<file path="src/rtl/reflet_bus_arbiter16.sv">
// reflet_bus_arbiter16: two-master round-robin arbiter for the 16-bit Reflet system bus.
//
// Master 0 (CPU) and master 1 (DMA / debug loader) share one bus. Ownership is granted
// round-robin with a bounded burst while the other master waits. Read data, valid one
// cycle after the address, is steered back to the master that issued the read.
//
// Optional feature: define REFLET_ARBITER_LOCK_EN to add m0_lock / m1_lock. While the
// current owner holds its lock, it keeps the bus regardless of burst limit or req.
//
// Ports:
//   clk, reset                      clock, asynchronous active-high reset
//   mX_req, mX_addr, mX_data_out,   master X request, byte address, write data,
//   mX_write_en                     write (1) / read (0)
//   mX_lock                         (lock build only) hold ownership while owner
//   mX_gnt                          master X owns the bus this cycle
//   mX_data_in                      read data returned to master X
//   bus_addr, bus_data_out,         shared bus address, write data, write strobe
//   bus_write_en
//   bus_data_in                     OR-combined read data, one cycle after address
//   bus_owner                       current owner index (valid while a gnt is high)

module reflet_bus_arbiter16 #(
  parameter int unsigned wordsize  = 16,
  parameter int unsigned burst_max = 4
) (
  input  logic                clk,
  input  logic                reset,
  input  logic                m0_req,
  input  logic [wordsize-1:0] m0_addr,
  input  logic [wordsize-1:0] m0_data_out,
  input  logic                m0_write_en,
  input  logic                m1_req,
  input  logic [wordsize-1:0] m1_addr,
  input  logic [wordsize-1:0] m1_data_out,
  input  logic                m1_write_en,
`ifdef REFLET_ARBITER_LOCK_EN
  input  logic                m0_lock,
  input  logic                m1_lock,
`endif
  output logic                m0_gnt,
  output logic                m1_gnt,
  output logic [wordsize-1:0] m0_data_in,
  output logic [wordsize-1:0] m1_data_in,
  output logic [wordsize-1:0] bus_addr,
  output logic [wordsize-1:0] bus_data_out,
  output logic                bus_write_en,
  input  logic [wordsize-1:0] bus_data_in,
  output logic                bus_owner
);

  localparam logic [3:0] BurstMax = 4'(burst_max);

  typedef enum logic [1:0] {StIdle, StOwn0, StOwn1} state_e;

  state_e     state_q, state_d;
  logic       ptr_q, ptr_d;          // 1: favour m1 on a tie, 0: favour m0
  logic [3:0] cnt_q, cnt_d;          // transfers made while the other master waits
  logic       tag_valid_q, tag_valid_d;
  logic       tag_who_q, tag_who_d;

  logic       owned, own1;
  logic       owner_req, other_req, owner_we;
  logic       xfer, locked, burst_hit;
  logic [3:0] cnt_inc;
  state_e     other_st;

  assign owned     = (state_q != StIdle);
  assign own1      = (state_q == StOwn1);
  assign owner_req = own1 ? m1_req : m0_req;
  assign other_req = own1 ? m0_req : m1_req;
  assign owner_we  = own1 ? m1_write_en : m0_write_en;
  assign xfer      = owned & owner_req;
  assign other_st  = own1 ? StOwn0 : StOwn1;

`ifdef REFLET_ARBITER_LOCK_EN
  assign locked = owned & (own1 ? m1_lock : m0_lock);
`else
  assign locked = 1'b0;
`endif

  // Saturating so a long locked sequence cannot wrap; the limit then fires on the first
  // unlocked transfer.
  assign cnt_inc   = (cnt_q == 4'hF) ? cnt_q : cnt_q + 4'd1;
  assign burst_hit = (cnt_inc >= BurstMax);

  always_comb begin
    state_d = state_q;
    unique case (state_q)
      StIdle: begin
        if (m0_req && m1_req) begin
          state_d = ptr_q ? StOwn1 : StOwn0;
        end else if (m0_req) begin
          state_d = StOwn0;
        end else if (m1_req) begin
          state_d = StOwn1;
        end
      end
      StOwn0, StOwn1: begin
        if (!locked) begin
          if (!owner_req) begin
            state_d = other_req ? other_st : StIdle;
          end else if (other_req && burst_hit) begin
            state_d = other_st;
          end
        end
      end
      default: state_d = StIdle;
    endcase
  end

  always_comb begin
    cnt_d = cnt_q;
    if ((state_d != state_q) || !owned || !other_req) begin
      cnt_d = 4'd0;
    end else if (xfer) begin
      cnt_d = cnt_inc;
    end
  end

  // Point away from whichever master just took the bus.
  always_comb begin
    ptr_d = ptr_q;
    if (state_d != state_q) begin
      if (state_d == StOwn0) begin
        ptr_d = 1'b1;
      end else if (state_d == StOwn1) begin
        ptr_d = 1'b0;
      end
    end
  end

  // Rewritten every cycle so a write or idle cycle retires the previous read.
  assign tag_valid_d = xfer & ~owner_we;
  assign tag_who_d   = own1;

  always_ff @(posedge clk or posedge reset) begin
    if (reset) begin
      state_q     <= StIdle;
      ptr_q       <= 1'b0;
      cnt_q       <= 4'd0;
      tag_valid_q <= 1'b0;
      tag_who_q   <= 1'b0;
    end else begin
      state_q     <= state_d;
      ptr_q       <= ptr_d;
      cnt_q       <= cnt_d;
      tag_valid_q <= tag_valid_d;
      tag_who_q   <= tag_who_d;
    end
  end

  assign m0_gnt    = (state_q == StOwn0);
  assign m1_gnt    = own1;
  assign bus_owner = own1;

  always_comb begin
    bus_addr     = '0;
    bus_data_out = '0;
    bus_write_en = 1'b0;
    if (owned) begin
      bus_addr     = own1 ? m1_addr : m0_addr;
      bus_data_out = own1 ? m1_data_out : m0_data_out;
      bus_write_en = owner_we & owner_req;
    end
  end

  assign m0_data_in = (tag_valid_q && !tag_who_q) ? bus_data_in : '0;
  assign m1_data_in = (tag_valid_q &&  tag_who_q) ? bus_data_in : '0;

endmodule

</file>
<file path="config.mk">
export PLATFORM = sky130hd
export DESIGN_NAME = reflet_bus_arbiter16
export DESIGN_NICKNAME = d
export VERILOG_FILES = /design/src/rtl/reflet_bus_arbiter16.sv
export SDC_FILE = /design/constraint.sdc
export NUM_CORES = 1
export LEC_CHECK = 0
export ABC_AREA = 0
export ABC_CLOCK_PERIOD_IN_PS = 3100
export BUFFER_PORTS_ARGS = -buffer_cell sky130_fd_sc_hd__buf_2
export CORE_AREA = 2 2 65 73
export CTS_CLUSTER_SIZE = 30
export DETAILED_ROUTE_END_ITERATION = 10
export DIE_AREA = 0 0 67 75
export GPL_TIMING_DRIVEN = 0
export HOLD_SLACK_MARGIN = 0.1
export PLACE_DENSITY_LB_ADDON = 0.08
export SYNTH_ARGS = -nofsm -noshare
export SYNTH_HDL_FRONTEND = slang
export SYNTH_SLANG_ARGS = --single-unit
</file>
<file path="constraint.sdc">
create_clock -name clk -period 3.1 [get_ports clk]
set_input_delay 0.62 -clock clk [delete_from_list [all_inputs] [get_ports clk]]
set_output_delay 0.62 -clock clk [all_outputs]
set_load 0.01 [all_outputs]
</file>
==> impl_metrics.toml <==
[cts]
cts_made_buffers = 3
cts.sinks = 9
cts_tree = "built"
cts_setup_buffers = 0
clockBufferDepth = 2
clk_latency_ns = 0.22
cts-root-buf = "clkbuf_8"
cts.clk_slew.worst_paths_ns = 0.04
cts_hold_buf = 0
cts-htree-levels = 1

[route]
first_iter_violations = 55
firstDrtPassIters = 4
drcViolationCount = 0
vias = 1989
routed_wl_mm = 4.80
ant_nets = 0
viasPerCell = 4.82
wl_per_cell_um = 11.6

[synth]
synth_area_leader_cell = "mux2i_1"
netlist_instances = 203
synth.area.top_cells = "mux2i_1, dfrtp_1, nor2_1, and3_1, and2_1"
ys_ff_latch = 9
synth_edf_count = 0
syn_nets = 295
yosysWarnings = 0
syn_area_um2 = 1500
synthArstFlopShare_pct = 100
avgSynthCellArea_um2 = 7.39
synth.distinct_cells = 38
ys_dominant_reg_cell = "dfrtp_1"
ys_seq_area_share_pct = 15.0
synth_top_area_share_pct = 24.0

[grt]
antenna_found_initial = 0
grt_pass1_vias = 1677
grt_util_all_layers_pct = 17.2
overflow = 0
grt_max_degree = 11
grt_pass1_wl_mm = 6.92

[power]
seq_power_share_pct = 11.4
comb_power_share_pct = 80.7
ir_drop_mv = 0.349
powerDensity_nw_per_um2 = 689
power_frac_clock_pct = 7.9
p_int_mw = 0.818
sw_frac_of_total_pct = 50.1
switchingPower_mw = 0.821
p_leak_nw = 1.41

[floorplanning]
io_pins = 154
die_w_um = 67
die_h_um = 75
dieArea_um2 = 5030
design.core.area_um2 = 4250
initial_core_util_pct = 35.3
row_count = 25

[timing]
finalSetupViolCount = 0
finalClockSkew_ns = 0.000706
fin_crit_sh_pct = 90.9
fmax_ghz = 0.355
timing.final.hold_violations = 0
worstMarginPinSlew_ns = 0.422
grt_setup_unrepaired = "no"
fin_tns_setup_ns = 0
finalCriticalPeriod_ns = 2.82
slew_headroom_pct = 71.9
drv_slew = 0

[setup_path]
endpoint_kind = "flop"
startpoint_type = "flop"
r2r_start = "state_q[0]"
r2r_slack_ns = 0.28
critical_path_required_ns = 3.21
arrival_ns = 2.93
reg2reg_depth = 12
worstSetupPathType = "flop to flop"
r2r_end = "ptr_q"
critPathMaxFanout = 10

[outcome]
status = "finished, final reports clean"

[worst_hold_path]
hold_path_class = "input port to asynchronous set/reset pin"

[placed_design]
io_buffer_count = 152
gp_congestion = 0.853
hpwlAfterDp_mm = 4.05

[run]
drv_cap = 0

[final_layout]
num_antenna_cells = 0
drive_gt1_share_pct = 47.1
area_delta_synth_final_pct = 58.5
post-route-util_pct = 55.9
layout.nets = 452
## metal layers
metal / vias up / global-route usage, % / share of wire [%]
met5: - / 0 / 0
met4: 0 / 3.85 / 0.40
met3: 2 / 4.04 / 11
met2: 108 / 32.7 / 49
met1: 860 / 19.2 / 40
li1: 1019 / - / -
## layout by cell type (no fill, tap or decap), drive strengths merged
cell type and n:
and2 17, nor3b 1, and3b 1, nor2b 4, o221ai 1, a32o 1, o21a 2, a31o 1
a21boi 1, o32ai 1, nand4 1, inv 6, clkbuf 14, nor3 2, mux2i 36, a211o 1
a31oi 4, nor2 42, dfrtp 9, a21oi 8, a22oi 1, ha 6, nand2 7, nand2b 6
a211oi 4, xnor2 1, a311oi 1, o21ai 1, nand3 1, mux2 1, buf 158, and3 18
a21bo 1
## Yosys cell counts (all sizes together) (2+ instances only)
library cell / number
and2: 17
nor3: 2
nor2: 42
inv: 6
nor2b: 4
and3: 18
mux2i: 36
dfrtp: 9
nand2b: 6
a211oi: 4
clkbuf: 9
a31oi: 4
ha: 6
nand2: 7
a21oi: 8
buf: 7
o21a: 2
## critical path, stage by stage (launching register included)
cell and delay (ns):
dfrtp_1 0.46, inv_1 0.16, ha_2 0.28, clkbuf_2 0.26
nand2_1 0.10, a31oi_1 0.23, a21oi_1 0.11, a21oi_1 0.14
a22oi_1 0.10, nor2_1 0.15, ha_1 0.25, nor2_1 0.15
mux2_4 0.31
## power groups by stage
stage | combinational, mW | sequential (mW) | clock (mW)
3_5_place_dp | 1.32 | 0.186 | 0
6_report | 1.32 | 0.187 | 0.129
4_1_cts | 1.33 | 0.186 | 0.132
2_1_floorplan | 0.904 | 0.175 | 0
3_3_place_gp | 1.33 | 0.186 | 0
5_1_grt | 1.46 | 0.192 | 0.139
## cell families after synthesis
group	after synthesis	share of synthesized area [%]
XOR/XNOR	1	0.584
AND/OR/NAND/NOR	100	33.5
flip-flops	9	15.0
multiplexers	37	25.0
adder cells (fa/ha/maj)	6	5.00
AO/OA/AOI/OAI	28	14.3
buffers and inverters	22	6.59
## registers in the layout, summed over array words and instances (netlist names)
name	flops
cnt_q	4
ptr_q	1
state_q	2
tag_valid_q	1
tag_who_q	1
## how the worst max path moves through the flow
stage / from / to / slack [ns] / depth (start not counted)
after CTS: state_q[0] / bus_addr[5] / 0.04 / 7
after global routing: state_q[0] / ptr_q / 0.02 / 12
after global placement: state_q[0] / ptr_q / 0.1 / 12
final: state_q[0] / ptr_q / 0.28 / 12
after floorplan: state_q[0] / ptr_q / 0.47 / 12
after detailed placement: state_q[0] / ptr_q / 0.07 / 12
## layout make-up
class	instances	area, um2
plain buffers	16	77.6
inverters	6	22.5
clock buffers	4	45.0
repair buffers	152	761
multi-input cells	172	1180
well taps	54	67.6
flip-flops and latches	9	225
fillers	388	1880
## metrics by stage
stage	hold WS, ns	instances	instance area (um2)	setup slack (ns)	power, mW
4_1_cts	0.346	413	2370	0.0448	1.65
6_report	0.336	413	2380	0.281	1.64
2_1_floorplan	0.448	203	1500	0.467	1.08
5_1_grt	0.370	413	2380	0.0199	1.80
3_5_place_dp	0.525	409	2330	0.0738	1.51
3_3_place_gp	0.532	409	2330	0.0992	1.51
## repair_timing
item / 4_1_cts / 5_1_grt
endpoints found under the hold margin: 0 / 0
resized for setup: 0 / 2
setup endpoints to repair: 0 / 32
(Power assumes the default switching activity.)
